[config.mk]
export PLATFORM = sky130hd
export DESIGN_NAME = stim_feeder
export DESIGN_NICKNAME = d
export VERILOG_FILES = /design/src/rtl/stim_feeder_pkg.sv /design/src/rtl/stim_feeder_skid.sv /design/src/rtl/stim_feeder.sv
export SDC_FILE = /design/constraint.sdc
export NUM_CORES = 1
export LEC_CHECK = 0
export ABC_AREA = 1
export BUFFER_PORTS_ARGS = -buffer_cell sky130_fd_sc_hd__buf_2
export CAP_MARGIN = 20
export CORE_ASPECT_RATIO = 0.8
export CORE_MARGIN = 1
export CORE_UTILIZATION = 45
export DETAILED_ROUTE_END_ITERATION = 8
export PLACE_DENSITY_LB_ADDON = 0.2
export SKIP_LAST_GASP = 1
export SLEW_MARGIN = 40
export SYNTH_ARGS = -nofsm -noshare
export SYNTH_HDL_FRONTEND = slang
export SYNTH_SLANG_ARGS = --single-unit
[constraint.sdc]
create_clock -name clk -period 4 [get_ports clk]
set_input_delay 0.4 -clock clk [delete_from_list [all_inputs] [get_ports clk]]
set_output_delay 0.4 -clock clk [all_outputs]
set_load 0.01 [all_outputs]
[src/rtl/stim_feeder_pkg.sv]
// Shared constants and state encoding for the stimulus feeder and its skid register.
package stim_feeder_pkg;

    localparam int unsigned ADDR_WL_DEF = 9;
    localparam int unsigned DATA_WL_DEF = 16;

    typedef enum logic [2:0] {
        ST_IDLE   = 3'b000,
        ST_CLEAR  = 3'b001,
        ST_FEED   = 3'b011,
        ST_DRAIN  = 3'b010,
        ST_FINISH = 3'b110
    } feed_state_e;

    function automatic logic is_streaming(feed_state_e s);
        return (s == ST_FEED) || (s == ST_DRAIN);
    endfunction

endpackage

[src/rtl/stim_feeder_skid.sv]
// One-entry skid register catching a BRAM word that arrives while the FIFO is full.
module stim_skid
    import stim_feeder_pkg::*;
#(
    parameter int DataWL = DATA_WL_DEF
) (
    input  logic              clk,
    input  logic              rst,
    input  logic              clear,
    input  logic              load,
    input  logic              unload,
    input  logic [DataWL-1:0] din,
    output logic              valid,
    output logic [DataWL-1:0] data
);

    always_ff @(posedge clk) begin
        if (rst) begin
            valid <= 1'b0;
            data  <= '0;
        end else if (clear) begin
            valid <= 1'b0;
        end else if (load) begin
            valid <= 1'b1;
            data  <= din;
        end else if (unload) begin
            valid <= 1'b0;
        end
    end

endmodule

[src/rtl/stim_feeder.sv]
// Streams one BRAM pass of stimulus words into the DUT-bound FIFO, with a skid for FIFO back-pressure.
// Build option: STIM_FEEDER_LOOP_EN keeps feeding from address 0 while start stays high.
//
// state  | meaning
// IDLE   | waiting for start with the MMCM locked
// CLEAR  | one-cycle FIFO flush, address reset to 0
// FEED   | issuing BRAM reads and forwarding words to the FIFO
// DRAIN  | last read issued, flushing the pending/skid word
// FINISH | one-cycle done pulse
module stim_feeder
    import stim_feeder_pkg::*;
#(
    parameter int AddrWL = ADDR_WL_DEF,
    parameter int DataWL = DATA_WL_DEF
) (
    input  logic              clk,
    input  logic              rst,
    input  logic              start,
    input  logic              mmcm_lock,
    output logic              bram_read_en,
    output logic [AddrWL-1:0] bram_address_read,
    input  logic [DataWL-1:0] bram_data_in,
    input  logic              fifo_full,
    output logic              fifo_write_en,
    output logic [DataWL-1:0] fifo_data_out,
    output logic              fifo_clear,
    output logic              busy,
    output logic              done
);

    localparam logic [AddrWL-1:0] ADDR_ONE = {{(AddrWL-1){1'b0}}, 1'b1};

    feed_state_e       state, state_nxt;
    logic [AddrWL-1:0] addr;
    logic              rd_pending;
    logic              rd_issue;
    logic              abort;
    logic              skid_valid;
    logic [DataWL-1:0] skid_data;
    logic [DataWL-1:0] wr_data;
    logic [DataWL-1:0] data_hold;

    // Losing lock mid-pass kills both strobes in the same cycle so nothing leaks out.
    assign abort         = is_streaming(state) && !mmcm_lock;
    assign rd_issue      = (state == ST_FEED) && mmcm_lock && !fifo_full && !skid_valid && !rst;
    assign fifo_write_en = !rst && !abort && (rd_pending || skid_valid) && !fifo_full;
    assign wr_data       = skid_valid ? skid_data : bram_data_in;
    assign fifo_data_out = fifo_write_en ? wr_data : data_hold;

    assign bram_read_en      = rd_issue;
    assign bram_address_read = addr;

    stim_skid #(.DataWL(DataWL)) u_skid (
        .clk    (clk),
        .rst    (rst),
        .clear  (abort),
        .load   (rd_pending && fifo_full),
        .unload (skid_valid && !fifo_full),
        .din    (bram_data_in),
        .valid  (skid_valid),
        .data   (skid_data)
    );

    always_ff @(posedge clk) begin
        if (rst) begin
            state      <= ST_IDLE;
            addr       <= '0;
            rd_pending <= 1'b0;
            data_hold  <= '0;
        end else begin
            state      <= state_nxt;
            rd_pending <= rd_issue && !abort;
            if (state == ST_CLEAR) begin
                addr <= '0;
            end else if (rd_issue) begin
                addr <= addr + ADDR_ONE;
            end
            if (fifo_write_en) begin
                data_hold <= wr_data;
            end
        end
    end

    always_comb begin
        state_nxt  = state;
        fifo_clear = 1'b0;
        done       = 1'b0;
        busy       = (state != ST_IDLE);
        case (state)
            ST_IDLE: begin
                if (start && mmcm_lock) state_nxt = ST_CLEAR;
            end
            ST_CLEAR: begin
                fifo_clear = 1'b1;
                state_nxt  = ST_FEED;
            end
            ST_FEED: begin
                if (!mmcm_lock) begin
                    state_nxt = ST_IDLE;
                end else if (rd_issue && (addr == '1)) begin
`ifdef STIM_FEEDER_LOOP_EN
                    if (!start) state_nxt = ST_DRAIN;
`else
                    state_nxt = ST_DRAIN;
`endif
                end
            end
            ST_DRAIN: begin
                if (!mmcm_lock) begin
                    state_nxt = ST_IDLE;
                end else if (!rd_pending && !skid_valid) begin
                    state_nxt = ST_FINISH;
                end
            end
            ST_FINISH: begin
                done      = 1'b1;
                state_nxt = ST_IDLE;
            end
            default: state_nxt = ST_IDLE;
        endcase
        if (rst) begin
            fifo_clear = 1'b0;
            done       = 1'b0;
            busy       = 1'b0;
        end
    end

endmodule

# After elaboration in Yosys (flattened, before gate mapping)
# Cells that the tools add are included.
# classes
addsub	1
eq_ne	8
bitwise	1
reduce_logical	29
muxes	15
# ops
op	n
$mux W16	2
$mux W3	5
$logic_and A1 B1 Y1	14
$pmux W3 S4	1
$add A9 B1 Y9 const B	1
$eq A9 B9 Y1 const B	1
$mux W1	7
$eq A3 B2 Y1 const B	2
$logic_not A1 Y1	6
$ne A3 B2 Y1 const B	2
$reduce_or A2 Y1	2
$eq A3 B1 Y1 const B	1
$eq A3 B3 Y1 const B	1
$logic_not A3 Y1	1
$reduce_and A3 Y1	1
$reduce_bool A3 Y1	1
$logic_or A1 B1 Y1	2
$ne A2 B2 Y1 const B	1
$reduce_and A2 Y1	1
$reduce_bool A2 Y1	1
$not A1 Y1	1
# word_totals
inputBits	21
reg_bits	46
output_inout_bits	30
wordCells	60

# Depth between registers and ports, before layout
# logic_depth
word_depth	9
mapped_depth	9
ltp_nobuf	9

# Modules after synthesis
# From an unflattened synthesis, not the netlist that was laid out.
# hier_totals
cells_unflattened	382
area_unflattened_um2	2536.2
# modules_own_cells
mod	instances	area_per_inst_um2	cells_each	seq_area_each_um2
stim_feeder	1	1800.5	272	580.6
stim_skid	1	735.7	110	340.3

# Least setup slack after synthesis
# No wires, ideal clock.
# synth_timing
path_type	register to register
from	register addr[0] (netlist: bram_address_read[0])
to	register state[0]
t_required_ns	3.890
stages_incl_launch_ff	10
arrival_time_ns	1.536
setup_slack_ns	2.355
setup_ns	0.110
n_path_buf	0
synth_period_minus_slack_ns	1.645
path_cell_list	dfxtp_1 -> ha_1 -> nand3_1 -> nor4_1 -> ha_1 -> inv_1 -> o31ai_1 -> o21ai_0 -> nand2_1 -> inv_1
# synth_between
elab_chain_cells	4
# synth_lines
item	line	source
start: declaration	stim_feeder.sv:34	logic [AddrWL-1:0] addr;
start signal: assignment	stim_feeder.sv:76	addr <= addr + ADDR_ONE;
$eq A9 B9 Y1	stim_feeder.sv:100	end else if (rd_issue && (addr == '1)) begin
$logic_and A1 B1 Y1	stim_feeder.sv:100	
$ne A3 B2 Y1 (no source line)	-	
$reduce_and A3 Y1 (no source line)	-	
end signal: assignment	stim_feeder.sv:71	state <= state_nxt;
end: declaration	stim_feeder.sv:33	feed_state_e state, state_nxt;
# No other way between the ends.
# A chain may end at the register's enable or synchronous reset.

# Final worst setup path
# layout_timing
from	input rst
to	output bram_read_en
# layout_between
elab_chain_cells	2
# layout_lines
item	line	source
start: declaration	stim_feeder.sv:17	input logic rst,
$logic_not A1 Y1	stim_feeder.sv:45	assign rd_issue = (state == ST_FEED) && mmcm_lock && !fifo_full && !skid_valid && !rst;
$logic_and A1 B1 Y1	stim_feeder.sv:45	
end: declaration	stim_feeder.sv:20	output logic bram_read_en,
# No other way between the ends.

==> impl_metrics.yaml <==
power_and_ir_drop:
  powerDensity_nw_per_um2: 323
  ir_worst_vdd_mv: 0.167
  p_leak_uw: 0.00139
floorplanning:
  core_area_um2: 5010
  core.rowCount: 23
  die_x_um: 82.8
  start_util: 0.469
  die-area_um2: 5510
  io_pins: 51
  fp.dieH_um: 66.6
setup_path:
  cp.arrival_ns: 2.02
  start_kind: "primary input"
  r2r-start: "bram_address_read[0]$_SDFFE_PP0P_"
  crit_family: "buffers and inverters"
  crit_end: "bram_read_en"
  crit_cells: 5
  cp_num_buf_inv: 4
  critPathLaunch: "rst"
  crit_chain: "buf_2 -> clkinv_2 -> nand3_2 -> clkinv_2 -> buf_2"
  worst_setup_path_end_kind: "primary output"
  cp.required_ns: 3.60
  reg2regPathDepth: 9
  worstSetupPathType: "primary input to primary output"
  crit_slowest_cell: "buf_2"
  r2r-end: "state[0]$_SDFFE_PP0P_"
  path_max_fanout: 25
  ff2ff_setup_slack_ns: 2.21
  slowest_delay_ns: 0.52
worst_hold_path:
  hold_class: "primary input to register"
  hp-start: "bram_data_in[3]"
timing:
  drv_slew: 0
  finalSetupTns_ns: 0
  holdWs_ns: 0.346
  fin_crit_sh: 0.604
  finalCriticalPeriod_ns: 2.42
  fmax_mhz: 414
  finalHoldViolations: 0
  slew_headroom: 0.556
  fin_skew_ns: 0.00814
  tightest_slew_ns: 0.666
  rsz0062_at_grt: "no"
  setup_violations: 0
global_routing:
  globalRouteTotalUtil: 0.173
  grt_pass1_wl_um: 7220
  overflow: 0
  grt_max_degree: 34
  grt_pass1_vias: 1655
  antenna_found_initial: 0
clock_network:
  cts_max_path_buffers: 2
  clockRootBuffer: "clkbuf_8"
  cts-resized-gates: 0
  clock_latency_ns: 0.30
  clock-sinks: 46
  clk_pin_slew_ns: 0.09
  cts_tree: "done"
  cts_inserted_buffers: 5
  post-cts-setup-buffers: 0
  h-tree-depth: 2
  hold_buffers: 0
yosys:
  seq_area_frac_synth: 0.392
  postSynthCellCount: 328
  synth_top_area_share: 0.392
  synth_fp_nets: 351
  yosysUniqueCellTypes: 28
  ys_warn_count: 0
  synthTopCellsByArea: "dfxtp_1, inv_1, nand2_1"
  synth-seq-cells: 46
  syn_area_um2: 2350
  syn_avg_cell_area_um2: 7.16
  yosys.area.top_type: "dfxtp_1"
routing:
  route.detailed.drc: 0
  via_per_inst: 4.51
  first_pass_iters: 4
  routed_wl_um: 4360
  drt_iter0_markers: 90
  final_antenna_net_count: 0
  wl_per_cell_um: 10.1
  num_vias: 1958
run_status:
  status: "complete, no violations"
place:
  place_hpwl_um: 2990
  portBuffers: 50
  place_congestion: 0.816
job:
  maxCapViolCount: 0
cells_and_area:
  area_growth_pct: 14.3
  layout_common_cells: "inv_1, nand2_1, buf_2"
  drive_above_1_share: 0.328
  nets: 394
  n_antenna_cell: 0
-- power breakdown --
group	internal (uW)	switching (uW)
clock network	187	153
registers	461	3.54
logic	20.5	40.9
total	669	197
-- synth_stat cells --
| cell type | count |
|---|---|
| buf_1 | 1 |
| a21oi_1 | 27 |
| nand4_1 | 1 |
| o31ai_1 | 1 |
| clkinv_1 | 1 |
| buf_2 | 6 |
| buf_6 | 4 |
| dfxtp_1 | 46 |
| inv_2 | 15 |
| nor2_4 | 2 |
| nor2_1 | 14 |
| nor2_2 | 14 |
| nand2_2 | 14 |
| clkinv_2 | 2 |
| nor4_1 | 3 |
| nand3_4 | 1 |
| buf_4 | 3 |
| nand3_2 | 1 |
| inv_1 | 55 |
| o21ai_0 | 23 |
| ha_1 | 2 |
| o21ai_1 | 11 |
| clkbuf_1 | 1 |
| nand3_1 | 5 |
| o21ai_2 | 16 |
| nand3b_1 | 1 |
| nand2_1 | 55 |
| xor2_1 | 3 |
-- kinds of logic (layout without fill, tap and decap cells) --
family / Yosys count / in the layout / synth area share
simple gates: 111 / 111 / 0.231
buf+inv: 88 / 132 / 0.162
compound gates: 78 / 78 / 0.193
flops: 46 / 46 / 0.392
xor+xnor: 3 / 3 / 0.0112
fa+ha+maj: 2 / 2 / 0.0107
-- cell type report --
type | count | area [um2]
Inverter | 73 | 277
Clock inverter | 1 | 30.0
Timing Repair Buffer | 51 | 258
Clock buffer | 7 | 76.3
Sequential cell | 46 | 921
Fill cell | 526 | 2320
Tap cell | 62 | 77.6
Multi-Input combinational cell | 194 | 1050
-- worst min-delay path, delay by kind of cell --
kind            cells  cell delay, ns
buf+inv             2            0.14
compound gates      1            0.05
-- sequential cells by signal (all words and copies together) (netlist names) --
name / flops
bram_address_read: 9
rd_pending: 1
data_hold: 16
u_skid.valid: 1
u_skid.data: 16
state: 3
-- per-layer routing --
metal | vias to the layer above | share of wire | track usage
li1 | 1088 | - | -
met1 | 834 | 0.53 | 0.225
met2 | 31 | 0.42 | 0.278
met3 | 5 | 0.032 | 0.0370
met4 | 0 | 0.013 | 0.0647
met5 | - | 0 | 0
-- per-stage QoR --
step	setup slack (ns)	area (um2)	power [uW]	std cells	utilization
final	1.58	2690	866	434	0.536
after global routing	1.41	2690	909	434	0.536
after CTS	1.56	2690	881	434	0.536
after detailed placement	1.57	2580	537	426	0.515
after global placement	1.58	2580	537	426	0.515
after floorplan	2.35	2350	517	328	-
-- how the worst min path moves through the flow --
| stage | cells after the start | to |
|---|---|---|
| after floorplan | 1 | state[2]$_SDFFE_PP0P_ |
| after global placement | 2 | bram_address_read[8]$_SDFFE_PP0P_ |
| after detailed placement | 1 | state[2]$_SDFFE_PP0P_ |
| after CTS | 3 | u_skid.data[3]$_SDFFE_PP0P_ |
| after global routing | 3 | u_skid.data[3]$_SDFFE_PP0P_ |
| final | 3 | u_skid.data[3]$_SDFFE_PP0P_ |
No activity file was read; power rests on OpenSTA's default activity.
